==> src/rtl/instr_fetch_queue_if.sv <==
// Program-memory read port between the fetch queue and the ROM/RAM.
// Latency: none (wires only).
// Backpressure: none; the requester keeps at most one read outstanding.
// Ports: mem_req/mem_addr (request, one-cycle pulse), mem_rvalid/mem_rdata (in-order read return).
interface instr_fetch_queue_if #(
   parameter int ADDR_W = 16
);
   logic              mem_req;
   logic [ADDR_W-1:0] mem_addr;
   logic              mem_rvalid;
   logic [15:0]       mem_rdata;

   // master = fetch queue (issues reads), slave = program memory
   modport master (output mem_req, output mem_addr, input mem_rvalid, input mem_rdata);
   modport slave  (input mem_req, input mem_addr, output mem_rvalid, output mem_rdata);
endinterface

==> src/rtl/instr_fetch_queue.sv <==
// Prefetches 16-bit instructions into an in-order {addr,data} queue and loads IR/ir_pc on each IR_E rise.
// Latency: mem_req one edge after the issue decision; IR loads one edge after IR_E, or on the mem_rvalid edge when bypassing.
// Backpressure: no request while halted or when the queue plus the outstanding read would exceed DEPTH; IR_E on an empty queue waits as ir_pending.
// Ports: CLK, rst_n | IR_E, redirect, redirect_pc, halt (controller in) | mem (memory read port)
//        | IR, ir_pc, ir_ack, ir_pending, q_count (controller out)
module instr_fetch_queue #(
   parameter int                 DEPTH    = 4,
   parameter int                 ADDR_W   = 16,
   parameter logic [ADDR_W-1:0]  RESET_PC = '0
) (
   input  logic                     CLK,
   input  logic                     rst_n,
   input  logic                     IR_E,
   input  logic                     redirect,
   input  logic [ADDR_W-1:0]        redirect_pc,
   input  logic                     halt,
   instr_fetch_queue_if.master      mem,
   output logic [15:0]              IR,
   output logic [ADDR_W-1:0]        ir_pc,
   output logic                     ir_ack,
   output logic                     ir_pending,
   output logic [$clog2(DEPTH):0]   q_count
);
   localparam int PTR_W = $clog2(DEPTH);
   localparam int CNT_W = PTR_W + 1;

   typedef enum logic [1:0] {IDLE, WAIT, DISCARD} state_t;

   state_t            state;
   logic [ADDR_W-1:0] fetch_pc;
   logic [ADDR_W-1:0] q_addr [DEPTH];
   logic [15:0]       q_data [DEPTH];
   logic [PTR_W-1:0]  rd_ptr;
   logic [PTR_W-1:0]  wr_ptr;
   logic              ir_e_d;

   logic ir_e_rise;
   logic want_load;
   logic push;
   logic q_empty;
   logic load;
   logic bypass;
   logic pop;
   logic enq;
   logic issue;

   // A held IR_E level is one request; ir_pending carries a request that found the queue empty.
   assign ir_e_rise = IR_E & ~ir_e_d;
   assign want_load = ir_e_rise | ir_pending;
   assign push      = (state == WAIT) & mem.mem_rvalid & ~redirect;
   assign q_empty   = (q_count == '0);
   assign load      = want_load & ~redirect & (~q_empty | push);
   // Empty queue and data arriving now: hand it straight to IR instead of queueing it.
   assign bypass    = load & q_empty;
   assign pop       = load & ~q_empty;
   assign enq       = push & ~bypass;
   // Only IDLE issues, so nothing is outstanding here and q_count alone bounds the free slots.
   assign issue     = (state == IDLE) & ~halt & ~redirect & (q_count < CNT_W'(DEPTH));

   // Queue storage: data only, no reset needed. mem_addr still holds the address of the outstanding read.
   always_ff @(posedge CLK) begin
      if (enq) begin
         q_addr[wr_ptr] <= mem.mem_addr;
         q_data[wr_ptr] <= mem.mem_rdata;
      end
   end

   always_ff @(posedge CLK or negedge rst_n) begin
      if (!rst_n) begin
         state        <= IDLE;
         fetch_pc     <= RESET_PC;
         mem.mem_req  <= 1'b0;
         mem.mem_addr <= RESET_PC;
         rd_ptr       <= '0;
         wr_ptr       <= '0;
         q_count      <= '0;
         IR           <= 16'h0000;
         ir_pc        <= '0;
         ir_ack       <= 1'b0;
         ir_pending   <= 1'b0;
         ir_e_d       <= 1'b0;
      end else begin
         ir_e_d      <= IR_E;
         mem.mem_req <= 1'b0;
         ir_ack      <= load;

         case (state)
            IDLE: begin
               // mem_rvalid here is a protocol error and is ignored.
               if (issue) begin
                  mem.mem_req  <= 1'b1;
                  mem.mem_addr <= fetch_pc;
                  fetch_pc     <= fetch_pc + 1'b1;
                  state        <= WAIT;
               end
            end
            WAIT: begin
               if (redirect) begin
                  // Data returning on the redirect cycle belongs to the old stream.
                  state <= mem.mem_rvalid ? IDLE : DISCARD;
               end else if (mem.mem_rvalid) begin
                  state <= IDLE;
               end
            end
            DISCARD: begin
               if (mem.mem_rvalid) begin
                  state <= IDLE;
               end
            end
            default: state <= IDLE;
         endcase

         if (redirect) begin
            fetch_pc <= redirect_pc;
            rd_ptr   <= '0;
            wr_ptr   <= '0;
            q_count  <= '0;
         end else begin
            if (pop) begin
               rd_ptr <= rd_ptr + 1'b1;
            end
            if (enq) begin
               wr_ptr <= wr_ptr + 1'b1;
            end
            q_count <= q_count + {{PTR_W{1'b0}}, enq} - {{PTR_W{1'b0}}, pop};
         end

         if (bypass) begin
            IR    <= mem.mem_rdata;
            ir_pc <= mem.mem_addr;
         end else if (pop) begin
            IR    <= q_data[rd_ptr];
            ir_pc <= q_addr[rd_ptr];
         end

         // A request coinciding with redirect survives and is served from the new stream.
         if (redirect) begin
            ir_pending <= want_load;
         end else if (load) begin
            ir_pending <= 1'b0;
         end else if (want_load) begin
            ir_pending <= 1'b1;
         end
      end
   end
endmodule

==> src/flat_wrapper.sv <==
// flat-port wrapper written by rule: the top's interface ports become plain ports
module instr_fetch_queue_flat 
#(
   parameter int                 DEPTH    = 4,
   parameter int                 ADDR_W   = 16,
   parameter logic [ADDR_W-1:0]  RESET_PC = '0
)
  (CLK, rst_n, IR_E, redirect, redirect_pc, halt, IR, ir_pc, ir_ack, ir_pending, q_count, mem_mem_req, mem_mem_addr, mem_mem_rvalid, mem_mem_rdata);
  instr_fetch_queue_if #(.ADDR_W(ADDR_W)) mem_i ();
  input  logic CLK;
  input  logic rst_n;
  input  logic IR_E;
  input  logic redirect;
  input  logic [ADDR_W-1:0] redirect_pc;
  input  logic halt;
  output logic [15:0] IR;
  output logic [ADDR_W-1:0] ir_pc;
  output logic ir_ack;
  output logic ir_pending;
  output logic [$clog2(DEPTH):0] q_count;
  output wire logic [$bits(mem_i.mem_req)-1:0] mem_mem_req;
  output wire logic [$bits(mem_i.mem_addr)-1:0] mem_mem_addr;
  input wire logic [$bits(mem_i.mem_rvalid)-1:0] mem_mem_rvalid;
  input wire logic [$bits(mem_i.mem_rdata)-1:0] mem_mem_rdata;
  assign mem_mem_req = mem_i.mem_req;
  assign mem_mem_addr = mem_i.mem_addr;
  assign mem_i.mem_rvalid = mem_mem_rvalid;
  assign mem_i.mem_rdata = mem_mem_rdata;
  instr_fetch_queue #(.DEPTH(DEPTH), .ADDR_W(ADDR_W), .RESET_PC(RESET_PC)) u_core (.CLK(CLK), .rst_n(rst_n), .IR_E(IR_E), .redirect(redirect), .redirect_pc(redirect_pc), .halt(halt), .mem(mem_i), .IR(IR), .ir_pc(ir_pc), .ir_ack(ir_ack), .ir_pending(ir_pending), .q_count(q_count));
endmodule
==> config.mk <==
export PLATFORM = sky130hd
export DESIGN_NAME = instr_fetch_queue_flat
export DESIGN_NICKNAME = d
export VERILOG_FILES = /design/src/rtl/instr_fetch_queue_if.sv /design/src/rtl/instr_fetch_queue.sv /design/src/flat_wrapper.sv
export SDC_FILE = /design/constraint.sdc
export NUM_CORES = 1
export LEC_CHECK = 0
export CAP_MARGIN = 10
export CELL_PAD_IN_SITES_DETAIL_PLACEMENT = 1
export CELL_PAD_IN_SITES_GLOBAL_PLACEMENT = 1
export CORE_MARGIN = 2
export CORE_UTILIZATION = 40
export DETAILED_ROUTE_END_ITERATION = 16
export MAX_ROUTING_LAYER = met4
export PLACE_DENSITY_LB_ADDON = 0.1
export SLEW_MARGIN = 0
export SYNTH_ARGS = -nofsm -noshare
export SYNTH_HDL_FRONTEND = slang
export SYNTH_SLANG_ARGS = --single-unit
==> constraint.sdc <==
create_clock -name CLK -period 5 [get_ports CLK]
set_clock_uncertainty 0.2 [all_clocks]
set_input_delay 1 -clock CLK [delete_from_list [all_inputs] [get_ports CLK]]
set_output_delay 1 -clock CLK [all_outputs]
set_load 0.005 [all_outputs]
* Word level (Yosys, flattened, before mapping)
Memory sizes are Yosys's and may differ from the RTL's. Cells that the tools add are included. Widths: inputs -> output; s select.
Word-level totals: memory bits (writable) 128, memories kept 2, register bits after elaboration 77, input bits 38
Memory list:
- u_core.q_addr | depth 4, bits a word 16, read ports 1, clocked after memory_dff 0, wr ports 1, RTL line instr_fetch_queue.sv:31 | logic [ADDR_W-1:0] q_addr [DEPTH];
- u_core.q_data | depth 4, bits a word 16, read ports 1, clocked after memory_dff 0, wr ports 1, RTL line instr_fetch_queue.sv:32 | logic [15:0] q_data [DEPTH];
Cells by class: equality and inequality tests 3, magnitude comparators 1, multiplexer cells 24, reduce and logical (&&, ||, !) cells 10, add/sub/neg operators 5, bitwise operators 18
Operator list (count):
- $mux 16 | 7
- $add 16x1->16 const B | 1
- $mux 2 | 8
- $and 1x1->1 | 11
- $reduce_bool 2->1 | 5
- $mux 1 | 7
- $pmux 2 s3 | 1
- $not 1->1 | 5
- $add 2x1->2 const B | 2
- $reduce_and 2->1 | 2
- $add 3x1->3 | 1
- $logic_not 3->1 | 1
- $lt 3x3->1 const B | 1
- $mux 3 | 1
- $reduce_bool 3->1 | 1
- $sub 3x1->3 | 1
- $eq 2x1->1 const B | 1
- $eq 2x2->1 const B | 1
- $logic_not 2->1 | 1
- $ne 2x1->1 const B | 1
- $or 1x1->1 | 2

* Logic depth before layout (Yosys ltp)
depth in word-level cells 11, gate-level depth with buffers 11, gate-level depth less buffers 11

* Worst setup path after synthesis
No wires, ideal clock.
path type input to register, start point input redirect, end point register u_core.q_count[2], arrival 2.718 ns, path buffers 2, setup slack 1.961 ns, data required time 4.679 ns, cell stages on the path 11, path through clkbuf_1 buf_2 nor3_1 ha_1 inv_1 ha_1 inv_1 fa_1 xor2_1 xnor2_1 nor2_1
On the way: cells in the longest elaborated chain, start to end 10
Ends and longest elaborated chain:
- start, declared | RTL line flat_wrapper.sv:13 | input logic redirect;
- $not 1->1 | RTL line instr_fetch_queue.sv:50, instr_fetch_queue.sv:52
- $and 1x1->1 | RTL line instr_fetch_queue.sv:50 | assign push = (state == WAIT) & mem.mem_rvalid & ~redirect;
- $or 1x1->1 | RTL line instr_fetch_queue.sv:52 | assign load = want_load & ~redirect & (~q_empty | push);
- $and 1x1->1 | RTL line instr_fetch_queue.sv:52
- $and 1x1->1 | RTL line instr_fetch_queue.sv:54 | assign bypass = load & q_empty;
- $not 1->1 | RTL line instr_fetch_queue.sv:56 | assign enq = push & ~bypass;
- $and 1x1->1 | RTL line instr_fetch_queue.sv:56
- $add 3x1->3 | RTL line instr_fetch_queue.sv:125 | q_count <= q_count + {{PTR_W{1'b0}}, enq} - {{PTR_W{1'b0}}, pop};
- $sub 3x1->3 | RTL line instr_fetch_queue.sv:125
- $mux 3 * | RTL line instr_fetch_queue.sv:113 | if (redirect) begin
- end signal, assigned | RTL line instr_fetch_queue.sv:125
- end, declared | RTL line instr_fetch_queue.sv:22 | output logic [$clog2(DEPTH):0] q_count
Mark *: on every way between the ends. The rest lies on a longest branch, timed or not. A chain may end at the register's enable or synchronous reset.

* Final worst setup path
start point register u_core.q_count[2], end point memory u_core.q_data[0][13], enable pin
On the way: cells in the longest elaborated chain, start to end 9
Ends and longest elaborated chain:
- $logic_not 3->1 * | RTL line instr_fetch_queue.sv:51 | assign q_empty = (q_count == '0);
- $not 1->1 | RTL line instr_fetch_queue.sv:52
- $or 1x1->1 | RTL line instr_fetch_queue.sv:52
- $and 1x1->1 | RTL line instr_fetch_queue.sv:52
- $and 1x1->1 * | RTL line instr_fetch_queue.sv:54
- $not 1->1 * | RTL line instr_fetch_queue.sv:56
- $and 1x1->1 * | RTL line instr_fetch_queue.sv:56
- $mux 1 * | RTL line instr_fetch_queue.sv:62 | if (enq) begin
- $mux 1 (not written as such) * | RTL line instr_fetch_queue.sv:64 | q_data[wr_ptr] <= mem.mem_rdata;
- end, declared | RTL line instr_fetch_queue.sv:32
Marks and branches as above.

==> summary.md <==
| Metric | Value |
|---|---|
| Max Slew Vio Count | `0` |
| Clk slew on worst S/H paths | `0.06 ns` |
| GR Util All Layers | `between 10% and 20%` |
| Clock Sinks | `205` |
| Outcome | `complete, no violations` |
| Leading area contributor after synthesis | `edfxtp_1` |
| Mapped Nets | `slightly below 600` |
| CTS tree | `built` |
| Pwr/cell area | `~560 mW/mm²` |
| Effective utilization at floorplan | `40.8%` |
| Largest cells by area after synthesis | `edfxtp_1, dfrtp_1, mux4_2` |
| Min-Delay Path Class | `in -> async` |
| Fraction of registers with async set/reset | `37.6%` |
| Met3 Track Usage GR | `just over 3%` |
| Distinct cell type count after synthesis | `slightly above 40` |
| Post-synth top flop | `edfxtp_1` |
| Vias per std cell | `5.19` |
| Post-synthesis mux area share | `11.3%` |
| Die width | `around 150 µm` |
| Endpoint type of the worst setup path | `flop` |
| Pleak | `3.63 nW` |
| Htree depth | `1` |
| Post-synth top area share | `46.6%` |
| Core Util, Final | `roughly half` |
| Maximum VDD drop | `246 µV` |
| CP arrival | `3.21 ns` |
| Worst R2R Path Depth | `4` |
| Crit Path Class | `reg -> reg` |
| Grt met1 use | `23.1%` |
| Largest net degree at the start of global routing | `67` |
| Wire per inst | `19.7 µm` |
| HPWL Detailed | `11200 µm` |
| Synth Area in XOR/XNOR | `1.70%` |
| Die height | `148 µm` |
| Syn-to-layout area delta | `23.8%` |
| Synthesized netlist cell count | `545` |
| Post-synthesis adder-cell area fraction | `1.30%` |
| IO Pins | `92` |
| Diodes inserted | `0` |
| Worst path slowest cell | `and2_2` |
| CP required | `4.92 ns` |
| Initial DRC count | `201` |
| Worst slew margin | `39.8%` |
| WL final | `18200 µm` |
| Startpoint types | `flop` |
| Final RePlAce weighted congestion | `0.797` |
| Commonest cells after routing, fill and taps aside | `edfxtp_1, clkdlybuf4s50_1, nand2_1` |
| DRT Pass-1 Iters | `4` |
| TritonCTS Buffers | `22` |
| Tcrit/Tclk final | `approximately two thirds` |
| Total core area | `slightly above 0.02 mm²` |
| Final hold viol count | `0` |
| Fin nets | `682` |
| DRC errors left | `0` |
| Final TNS setup | `0 ns` |
| Delay of the slowest critical-path stage | `0.84 ns` |
| DR vias | `around 4800` |
| Fraction of layout cells with a size suffix above 1 | `16.1%` |
| Yosys warnings | `0` |
| Largest family of logic cells by synthesized area | `multiplexers` |
| Total gr overflow | `0` |
| Vias in the first global route | `roughly 5200` |
| Hold WS | `between 0.2 and 0.3 ns` |
| R2R setup slack | `1.71 ns` |
| Post-CTS setup buffer count | `0` |
| Post-Synth Simple-Gate Area | `9.36%` |
| Maxcap violations | `0` |
| Commonest non-fill, non-tap cell in the layout | `edfxtp_1` |
| Worst reg2reg endpoint | `u_core.q_data[0][13]$_DFFE_PP_` |
| Compound-cell area share of the yosys netlist | `4.38%` |
| I/O Buffers | `91` |
| Site Rows | `52` |
| Clock Latency Late Sink | `0.50 ns` |
| Worst-path cell chain | `or3_2, a21oi_1, nor3_1, and2_2` |
| GR Util met2 | `a little under 30%` |
| # resized after CTS | `0` |
| First-pass GRT wire length | `29100 µm` |
| Worst R2R Start | `u_core.q_count[2]$_DFF_PN0_` |
| Sequential cell area fraction in the yosys report | `69.9%` |
| Worst-Margin Slew | `between 0.9 and 1 ns` |
| CTS Hold Buffers Added | `0` |
| Clock tree buffer depth | `3` |
| Mapped cell area | `slightly above 0.008 mm²` |
| GRT busiest layer | `met2` |
| Antenna viol nets, final | `0` |
| Fmax | `304 MHz` |
| Syn Area/Cell | `~15 µm²` |
| Die ar. | `0.0218 mm²` |
| Post-synth EDFFs | `128` |
| CTS Root Cell | `clkbuf_16` |
| Yosys reg bits | `205` |
| Crit-path max FO | `34` |
| Crit path time final | `3.29 ns` |
| Initial antenna violation count | `0` |
| Endpoints failing setup | `0` |
| RSZ-0062 raised after global routing | `no` |
critical path: cells and delay by family, from the launching register on:
| family | cells | cell delay, ns |
|---|---|---|
| flops | 1 | 0.54 |
| simple gates | 3 | 1.99 |
| compound gates | 1 | 0.15 |
synth_stat cells, drive strengths merged (9+ instances only):
library cell / number
nand2: 79
nand4: 9
xor2: 11
nor2: 42
o21ai: 15
edfxtp: 128
clkbuf: 17
dfrtp: 77
mux2: 17
buf: 12
a31oi: 34
mux4: 32
metal layers:
| metal | vias to the layer above | routed length (µm) |
|---|---|---|
| met5 | - | 0 |
| met3 | 21 | 729 |
| met1 | 2463 | 8160 |
| met2 | 95 | 9060 |
| met4 | 0 | 231 |
| li1 | 2209 | - |
flip-flops by register name (all words and copies together) (netlist names):
name / flops
u_core.wr_ptr: 2
u_core.q_count: 3
u_core.mem.mem_req: 1
u_core.IR: 16
u_core.ir_e_d: 1
u_core.rd_ptr: 2
u_core.mem.mem_addr: 16
u_core.state: 2
u_core.ir_ack: 1
u_core.q_addr: 64
u_core.fetch_pc: 16
u_core.ir_pending: 1
u_core.q_data: 64
u_core.ir_pc: 16
logic make-up (layout without fill, tap and decap cells):
logic type               count (synthesis)  after routing
AO/OA/AOI/OAI                           60             60
XOR/XNOR                                16             16
adder cells (fa/ha/maj)                  8              8
buffers and inverters                   38            145
flip-flops                             205            205
multiplexers                            51             51
AND/OR/NAND/NOR                        167            167
per-stage QoR:
stage	power (mW)	setup slack [ns]	instances	cell area [µm²]
after CTS	5.81	1.61	922	10200
after global placement	4.00	1.41	882	9440
final	5.71	1.71	922	10200
after global routing	6.05	1.42	922	10200
after floorplan	3.23	1.96	545	8250
after detailed placement	4.06	1.26	882	9440
how the worst max path moves through the flow:
stage / start / to / slack (ns) / cells after the start
after detailed placement: IR_E / u_core.q_data[1][11]$_DFFE_PP_ / 1.26 / 5
after global placement: IR_E / u_core.q_data[0][11]$_DFFE_PP_ / 1.41 / 5
after CTS: u_core.q_count[2]$_DFF_PN0_ / u_core.q_data[1][13]$_DFFE_PP_ / 1.61 / 4
after global routing: u_core.q_count[2]$_DFF_PN0_ / u_core.q_data[2][13]$_DFFE_PP_ / 1.42 / 4
after floorplan: redirect / u_core.q_count[2]$_DFF_PN0_ / 1.96 / 11
final: u_core.q_count[2]$_DFF_PN0_ / u_core.q_data[0][13]$_DFFE_PP_ / 1.71 / 4
final cells by class:
type / count / area, µm²
clock inverters: 14 / 171
flip-flops and latches: 205 / 5770
clock buffers: 26 / 607
multi-input cells: 302 / 2340
fillers: 1964 / 10000
repair buffers: 97 / 953
well taps: 270 / 338
inverters: 8 / 30.0
report_power, final:
part           total [mW]  internal, mW  switching (mW)
Combinational        1.57         0.794           0.778
Clock                1.73          1.07           0.656
Sequential           2.41          2.13           0.277
Total                5.71          3.99            1.71
(Power assumes the default switching activity.)
